### config.mk
export PLATFORM = sky130hd
export DESIGN_NAME = jk_ff_bank_flat
export DESIGN_NICKNAME = d
export VERILOG_FILES = /design/src/rtl/jk_pkg.sv /design/src/rtl/jk_ff_bank_if.sv /design/src/rtl/clk_div_en.sv /design/src/rtl/jk_ff_bank.sv /design/src/flat_wrapper.sv
export SDC_FILE = /design/constraint.sdc
export NUM_CORES = 1
export LEC_CHECK = 0
export ABC_AREA = 1
export CORE_MARGIN = 8
export CORE_UTILIZATION = 37
export DETAILED_ROUTE_END_ITERATION = 12
export PLACE_DENSITY = 0.75
export RECOVER_POWER = 50
export REMOVE_ABC_BUFFERS = 1
export SLEW_MARGIN = 20
export SYNTH_ARGS = -nofsm -noshare
export SYNTH_HDL_FRONTEND = slang
export SYNTH_SLANG_ARGS = --single-unit
### constraint.sdc
create_clock -name iClk -period 1.2 [get_ports iClk]
set_input_delay 0.12 -clock iClk [delete_from_list [all_inputs] [get_ports iClk]]
set_output_delay 0.12 -clock iClk [all_outputs]
set_load 0.005 [all_outputs]
### src/rtl/jk_pkg.sv
// Shared encodings and the JK next-state helper for the jk_ff_bank slice.
package jk_pkg;

   typedef enum logic [1:0] {
      JK_HOLD   = 2'b00,
      JK_RESET  = 2'b01,
      JK_SET    = 2'b10,
      JK_TOGGLE = 2'b11
   } jk_op_e;

   function automatic logic jk_next(input logic q, input logic j, input logic k);
      jk_op_e op;
      logic   nq;
      op = jk_op_e'({j, k});
      case (op)
         JK_HOLD:   nq = q;
         JK_RESET:  nq = 1'b0;
         JK_SET:    nq = 1'b1;
         JK_TOGGLE: nq = ~q;
         default:   nq = q;
      endcase
      return nq;
   endfunction

endpackage

### src/rtl/jk_ff_bank_if.sv
// Channel-side signal bundle of jk_ff_bank: JK/enable/load inputs and state/timing outputs.
interface jk_ff_bank_if #(
   parameter int WIDTH = 4
);
   logic [WIDTH-1:0] iJ;
   logic [WIDTH-1:0] iK;
   logic [WIDTH-1:0] iEn;
   logic             iLoad;
   logic [WIDTH-1:0] iLoadData;
   logic [WIDTH-1:0] oQ;
   logic [WIDTH-1:0] oQ_bar;
   logic             oClkDiv;
   logic             oTick;

   modport master (
      output iJ, iK, iEn, iLoad, iLoadData,
      input  oQ, oQ_bar, oClkDiv, oTick
   );

   modport slave (
      input  iJ, iK, iEn, iLoad, iLoadData,
      output oQ, oQ_bar, oClkDiv, oTick
   );
endinterface

### src/rtl/clk_div_en.sv
// Period counter producing a one-cycle update strobe and a divided square wave for display.
module clk_div_en #(
   parameter int DIV = 10
) (
   input  logic iClk,
   input  logic iReset_n,
   output logic oTick,
   output logic oClkDiv
);
   localparam int               CNT_W    = (DIV > 2) ? $clog2(DIV) : 1;
   localparam logic [CNT_W-1:0] CNT_MAX  = CNT_W'(DIV - 1);
   localparam logic [CNT_W-1:0] CNT_HALF = CNT_W'((DIV + 1) / 2);

   if (DIV < 2) begin : g_bad_div
      $error("clk_div_en: DIV must be at least 2");
   end

   logic [CNT_W-1:0] cnt_r;
   logic [CNT_W-1:0] cnt_next_s;

   // Wrap at DIV-1 so the wrap edge is also the update edge.
   always_comb begin
      cnt_next_s = cnt_r;
      if (cnt_r == CNT_MAX) begin
         cnt_next_s = '0;
      end else begin
         cnt_next_s = cnt_r + CNT_W'(1);
      end
   end

   // Period counter register.
   always_ff @(posedge iClk or negedge iReset_n) begin
      if (!iReset_n) begin
         cnt_r <= '0;
      end else begin
         cnt_r <= cnt_next_s;
      end
   end

   assign oTick   = (cnt_r == CNT_MAX);
   assign oClkDiv = (cnt_r >= CNT_HALF);

endmodule

### src/rtl/jk_ff_bank.sv
// WIDTH JK channels updated on a shared divided tick, with per-channel enable and parallel load.
// Optional macro INPUT_SYNC_EN adds 2-flop synchronizers on iJ, iK and iEn.
module jk_ff_bank
   import jk_pkg::*;
#(
   parameter int WIDTH = 4,
   parameter int DIV   = 10
) (
   input  logic          iClk,
   input  logic          iReset_n,
   jk_ff_bank_if.slave   bus
);
   if (WIDTH < 1 || WIDTH > 32) begin : g_bad_width
      $error("jk_ff_bank: WIDTH must be within 1..32");
   end

   logic             tick_s;
   logic             clk_div_s;
   logic [WIDTH-1:0] j_s;
   logic [WIDTH-1:0] k_s;
   logic [WIDTH-1:0] en_s;
   logic [WIDTH-1:0] q_s;

   clk_div_en #(
      .DIV (DIV)
   ) u_clk_div_en (
      .iClk     (iClk),
      .iReset_n (iReset_n),
      .oTick    (tick_s),
      .oClkDiv  (clk_div_s)
   );

`ifdef INPUT_SYNC_EN
   logic [WIDTH-1:0] j_meta_r;
   logic [WIDTH-1:0] k_meta_r;
   logic [WIDTH-1:0] en_meta_r;
   logic [WIDTH-1:0] j_sync_r;
   logic [WIDTH-1:0] k_sync_r;
   logic [WIDTH-1:0] en_sync_r;

   // Two-stage synchronizers; a tick sees the inputs from two edges earlier.
   always_ff @(posedge iClk or negedge iReset_n) begin
      if (!iReset_n) begin
         j_meta_r  <= '0;
         k_meta_r  <= '0;
         en_meta_r <= '0;
         j_sync_r  <= '0;
         k_sync_r  <= '0;
         en_sync_r <= '0;
      end else begin
         j_meta_r  <= bus.iJ;
         k_meta_r  <= bus.iK;
         en_meta_r <= bus.iEn;
         j_sync_r  <= j_meta_r;
         k_sync_r  <= k_meta_r;
         en_sync_r <= en_meta_r;
      end
   end

   assign j_s  = j_sync_r;
   assign k_s  = k_sync_r;
   assign en_s = en_sync_r;
`else
   assign j_s  = bus.iJ;
   assign k_s  = bus.iK;
   assign en_s = bus.iEn;
`endif

   for (genvar i = 0; i < WIDTH; i++) begin : g_ch
      logic q_r;
      logic q_next_s;

      // Load overrides the tick update; disabled channels and non-tick cycles hold.
      always_comb begin
         q_next_s = q_r;
         if (bus.iLoad) begin
            q_next_s = bus.iLoadData[i];
         end else if (tick_s && en_s[i]) begin
            q_next_s = jk_next(q_r, j_s[i], k_s[i]);
         end else begin
            q_next_s = q_r;
         end
      end

      // Channel state register.
      always_ff @(posedge iClk or negedge iReset_n) begin
         if (!iReset_n) begin
            q_r <= 1'b0;
         end else begin
            q_r <= q_next_s;
         end
      end

      assign q_s[i] = q_r;
   end

   // oQ_bar derives from the same register so it can never disagree with oQ.
   assign bus.oQ      = q_s;
   assign bus.oQ_bar  = ~q_s;
   assign bus.oTick   = tick_s;
   assign bus.oClkDiv = clk_div_s;

endmodule

### src/flat_wrapper.sv
// flat-port wrapper written by rule: the top's interface ports become plain ports
module jk_ff_bank_flat import jk_pkg::*;
#(
   parameter int WIDTH = 4,
   parameter int DIV   = 10
)
  (iClk, iReset_n, bus_iJ, bus_iK, bus_iEn, bus_iLoad, bus_iLoadData, bus_oQ, bus_oQ_bar, bus_oClkDiv, bus_oTick);
  jk_ff_bank_if #(.WIDTH(WIDTH)) bus_i ();
  input  logic iClk;
  input  logic iReset_n;
  input wire logic [$bits(bus_i.iJ)-1:0] bus_iJ;
  input wire logic [$bits(bus_i.iK)-1:0] bus_iK;
  input wire logic [$bits(bus_i.iEn)-1:0] bus_iEn;
  input wire logic [$bits(bus_i.iLoad)-1:0] bus_iLoad;
  input wire logic [$bits(bus_i.iLoadData)-1:0] bus_iLoadData;
  output wire logic [$bits(bus_i.oQ)-1:0] bus_oQ;
  output wire logic [$bits(bus_i.oQ_bar)-1:0] bus_oQ_bar;
  output wire logic [$bits(bus_i.oClkDiv)-1:0] bus_oClkDiv;
  output wire logic [$bits(bus_i.oTick)-1:0] bus_oTick;
  assign bus_i.iJ = bus_iJ;
  assign bus_i.iK = bus_iK;
  assign bus_i.iEn = bus_iEn;
  assign bus_i.iLoad = bus_iLoad;
  assign bus_i.iLoadData = bus_iLoadData;
  assign bus_oQ = bus_i.oQ;
  assign bus_oQ_bar = bus_i.oQ_bar;
  assign bus_oClkDiv = bus_i.oClkDiv;
  assign bus_oTick = bus_i.oTick;
  jk_ff_bank #(.WIDTH(WIDTH), .DIV(DIV)) u_core (.iClk(iClk), .iReset_n(iReset_n), .bus(bus_i));
endmodule
==> summary.md <==
| Metric | Value |
|---|---|
| Slew HR | `76.5%` |
| Die H | `54.0 µm` |
| Row count | `13` |
| Buffers on Ports | `28` |
| Clock Skew | `6.19 ps` |
| Switch share | `between 20% and 30%` |
| Distinct cells, synth | `11` |
| P per Cell Area | `769 nW/µm²` |
| Final Power | `0.000725 W` |
| Detailed placement HPWL | `roughly 1.2 mm` |
| Final min period | `1160 ps` |
| Worst hold slack | `208 ps` |
| DIE AREA | `2920 µm²` |
| Worst Setup Path Type | `flip-flop to flip-flop` |
| Area grow syn2layout | `76.2%` |
| Leak | `0.516 nW` |
| Final setup vio count | `0` |
| CTS H-tree lvls | `1` |
| Slowest cell on the critical path | `dfrtp_1` |
| Top delay family on crit path | `buffers and inverters` |
| Io pins | `29` |
| Core ar. | `1330 µm²` |
| Yosys reg bits | `8` |
| RD Place Congestion | `0.766` |
| Root Buffer | `clkbuf_4` |
| Post-route insts no fill | `140` |
| NetSw | `0.000182 W` |
| Grt ovf | `0` |
| Avg Synthesized Cell Area | `roughly 6.5 µm²` |
| Clk slew on worst S/H paths | `50 ps` |
| Period utilization | `a little over nine tenths` |
| CTS Sinks | `8` |
| WL final | `1.68 mm` |
| P_int | `0.000543 W` |
| Sequential Power Share | `40.5%` |
| Max-cap violations | `0` |
| CP dominant cell by count | `buf_4` |
| Detailed-route via count | `642` |
| Worst Path Arrival | `about 1300 ps` |
| Post-Place Setup Slack | `-88.3 ps` |
| Share of the yosys chip area belonging to registers | `37.4%` |
| Status | `finished, final reports clean` |
| Fin. Hold Viols | `0` |
| Slew Limit Fails | `0` |
| Synthesis Warnings | `0` |
| Via density | `4.59` |
| Buf/Inv on CP | `3` |
| RSZ-0062 raised after global routing | `yes` |
| Chip width | `54.0 µm` |
| Clock network power share | `between 20% and 30%` |
| CP startpoint kind | `flip-flop` |
| CP max stage delay | `390 ps` |
| Antenna-violating nets left | `0` |
| Inserted Diodes | `0` |
| DRC Markers | `0` |
| Skew-Pair Late Insertion Delay | `250 ps` |
| Vias in the first global route | `597` |
| Setup crit end kind | `flip-flop` |
| Hold Path Class | `primary input to async pin` |
| Clock tree buffer depth | `2` |
| CTS tree | `built` |
| VDD IR max | `between 0.5 and 0.6 mV` |
| Starting Density | `roughly 40%` |
| Cells after synthesis | `82` |
| Crit path max fanout | `4` |
| First DRT Iteration DRCs | `10` |
| DP Cell Count | `about 130` |
| Mapped cell area | `536 µm²` |
| FF-to-FF setup slack | `40 ps` |
| Req. time, crit path | `1340 ps` |
| CP cell instances | `buf_6 > buf_4 > buf_4 > nand3_2 > xor2_1 > nor2_1` |
| Fmax | `862 MHz` |
| Setup WS post-layout | `39.4 ps` |
| First-pass GRT wire length | `2.37 mm` |
| Initial antenna violation count | `0` |
| DR WL/cell | `12.0 µm` |
| Nets | `146` |
| Largest net degree at the start of global routing | `13` |
| Gr usage total | `11.4%` |
| CTS buffer count | `3` |
| Comb power frac | `32.3%` |
| Worst Max-Slew Pin Slew | `351 ps` |
| Layout cells sized above 1 | `23.2%` |
| DR pass1 iterations | `3` |
-- worst reg2reg max path, cell delays in order, from the launching register on --
cell and delay (ps):
dfrtp_1 390, buf_6 130, buf_4 130, buf_4 140, nand3_2 70, xor2_1 140, nor2_1 50
-- cell usage in the layout, fill, tap and decap left out --
cell / count
nand2_1: 29
clkdlybuf4s50_1: 17
buf_4: 16
inv_1: 11
nand3_1: 9
nor2_1: 9
dfrtp_1: 8
dlygate4sd2_1: 7
clkbuf_4: 3
inv_2: 2
xor2_1: 2
nand2_2: 2
o21ai_0: 1
nand2_4: 1
nor2_4: 1
o21ai_1: 1
nand3_2: 1
dlygate4sd3_1: 1
clkbuf_2: 1
clkdlybuf4s15_1: 1
buf_2: 1
buf_6: 1
-- final cells by class --
type / count / area [µm²]
Sequential cell: 8 / 200
Inverter: 13 / 48.8
Multi-Input combinational cell: 56 / 260
Timing Repair Buffer: 45 / 393
Fill cell: 108 / 390
Tap cell: 15 / 18.8
Clock buffer: 3 / 22.5
-- path summary, 6_finish.rpt --
path / from / to / depth (start not counted)
max: u_core.u_clk_div_en.cnt_r[0] / u_core.u_clk_div_en.cnt_r[3] / 6
min: iReset_n / u_core.u_clk_div_en.cnt_r[0] / 1
max in group asynchronous: iReset_n / u_core.u_clk_div_en.cnt_r[2] / 1
min reg2reg: u_core.u_clk_div_en.cnt_r[3] / u_core.u_clk_div_en.cnt_r[3] / 2
min in group iClk: bus_iLoadData[0] / u_core.g_ch[0].q_r / 5
max reg2reg: u_core.u_clk_div_en.cnt_r[0] / u_core.u_clk_div_en.cnt_r[3] / 6
-- Yosys cell counts --
| library cell | instances | area share [%] |
|---|---|---|
| inv_1 | 13 | 9.1 |
| nand2_1 | 31 | 22 |
| o21ai_0 | 2 | 1.9 |
| nand2_2 | 1 | 1.2 |
| buf_6 | 1 | 2.1 |
| nor2_4 | 1 | 2.1 |
| nor2_1 | 9 | 6.3 |
| buf_4 | 4 | 5.6 |
| xor2_1 | 2 | 3.3 |
| nand3_1 | 10 | 9.3 |
| dfrtp_1 | 8 | 37 |
-- layer usage --
metal | share of wire, % | vias to the layer above | GRT usage [%] | wire length [µm]
li1 | - | 330 | - | -
met4 | 4.4 | 0 | 11.5 | 74
met3 | 9.9 | 6 | 3.58 | 167
met5 | 0 | - | 0 | 0
met2 | 48 | 26 | 18.9 | 804
met1 | 38 | 280 | 10.6 | 636
-- state kept, by name, summed over array words and instances (netlist names) --
name / flops
u_core.g_ch.q_r: 4
u_core.u_clk_div_en.cnt_r: 4
-- power groups by stage --
| stage | Combinational, W | Clock [W] | Sequential (W) |
|---|---|---|---|
| 2_1_floorplan | 0.0000586 | 0 | 0.000305 |
| 3_3_place_gp | 0.000198 | 0 | 0.000305 |
| 3_5_place_dp | 0.000202 | 0 | 0.000306 |
| 4_1_cts | 0.000222 | 0.000204 | 0.000295 |
| 5_1_grt | 0.000257 | 0.000217 | 0.000295 |
| 6_report | 0.000234 | 0.000197 | 0.000294 |
-- metrics by stage --
| step | instance area, µm² | utilization (%) | setup TNS [ps] |
|---|---|---|---|
| 6_report | 943 | 70.7 | 0 |
| 5_1_grt | 943 | 70.7 | -20.4 |
| 4_1_cts | 923 | 69.2 | -23.4 |
| 3_5_place_dp | 838 | 62.9 | -95.0 |
| 3_3_place_gp | 838 | 62.9 | -82.7 |
| 2_1_floorplan | 494 | - | 0 |
-- cells by family after synthesis --
group | Yosys count | share of synthesized area [%]
compound gates | 2 | 1.87
xor+xnor | 2 | 3.27
buf+inv | 18 | 16.8
flops | 8 | 37.4
simple gates | 52 | 40.7
-- repair_timing --
action                     CTS  global route
setup endpoints to repair   10             5
resized for setup           19             5
pin swaps                    1             3
hold buffers                 0             0
setup buffers                8             3
Note: power is estimated with default switching activity, not from simulation.
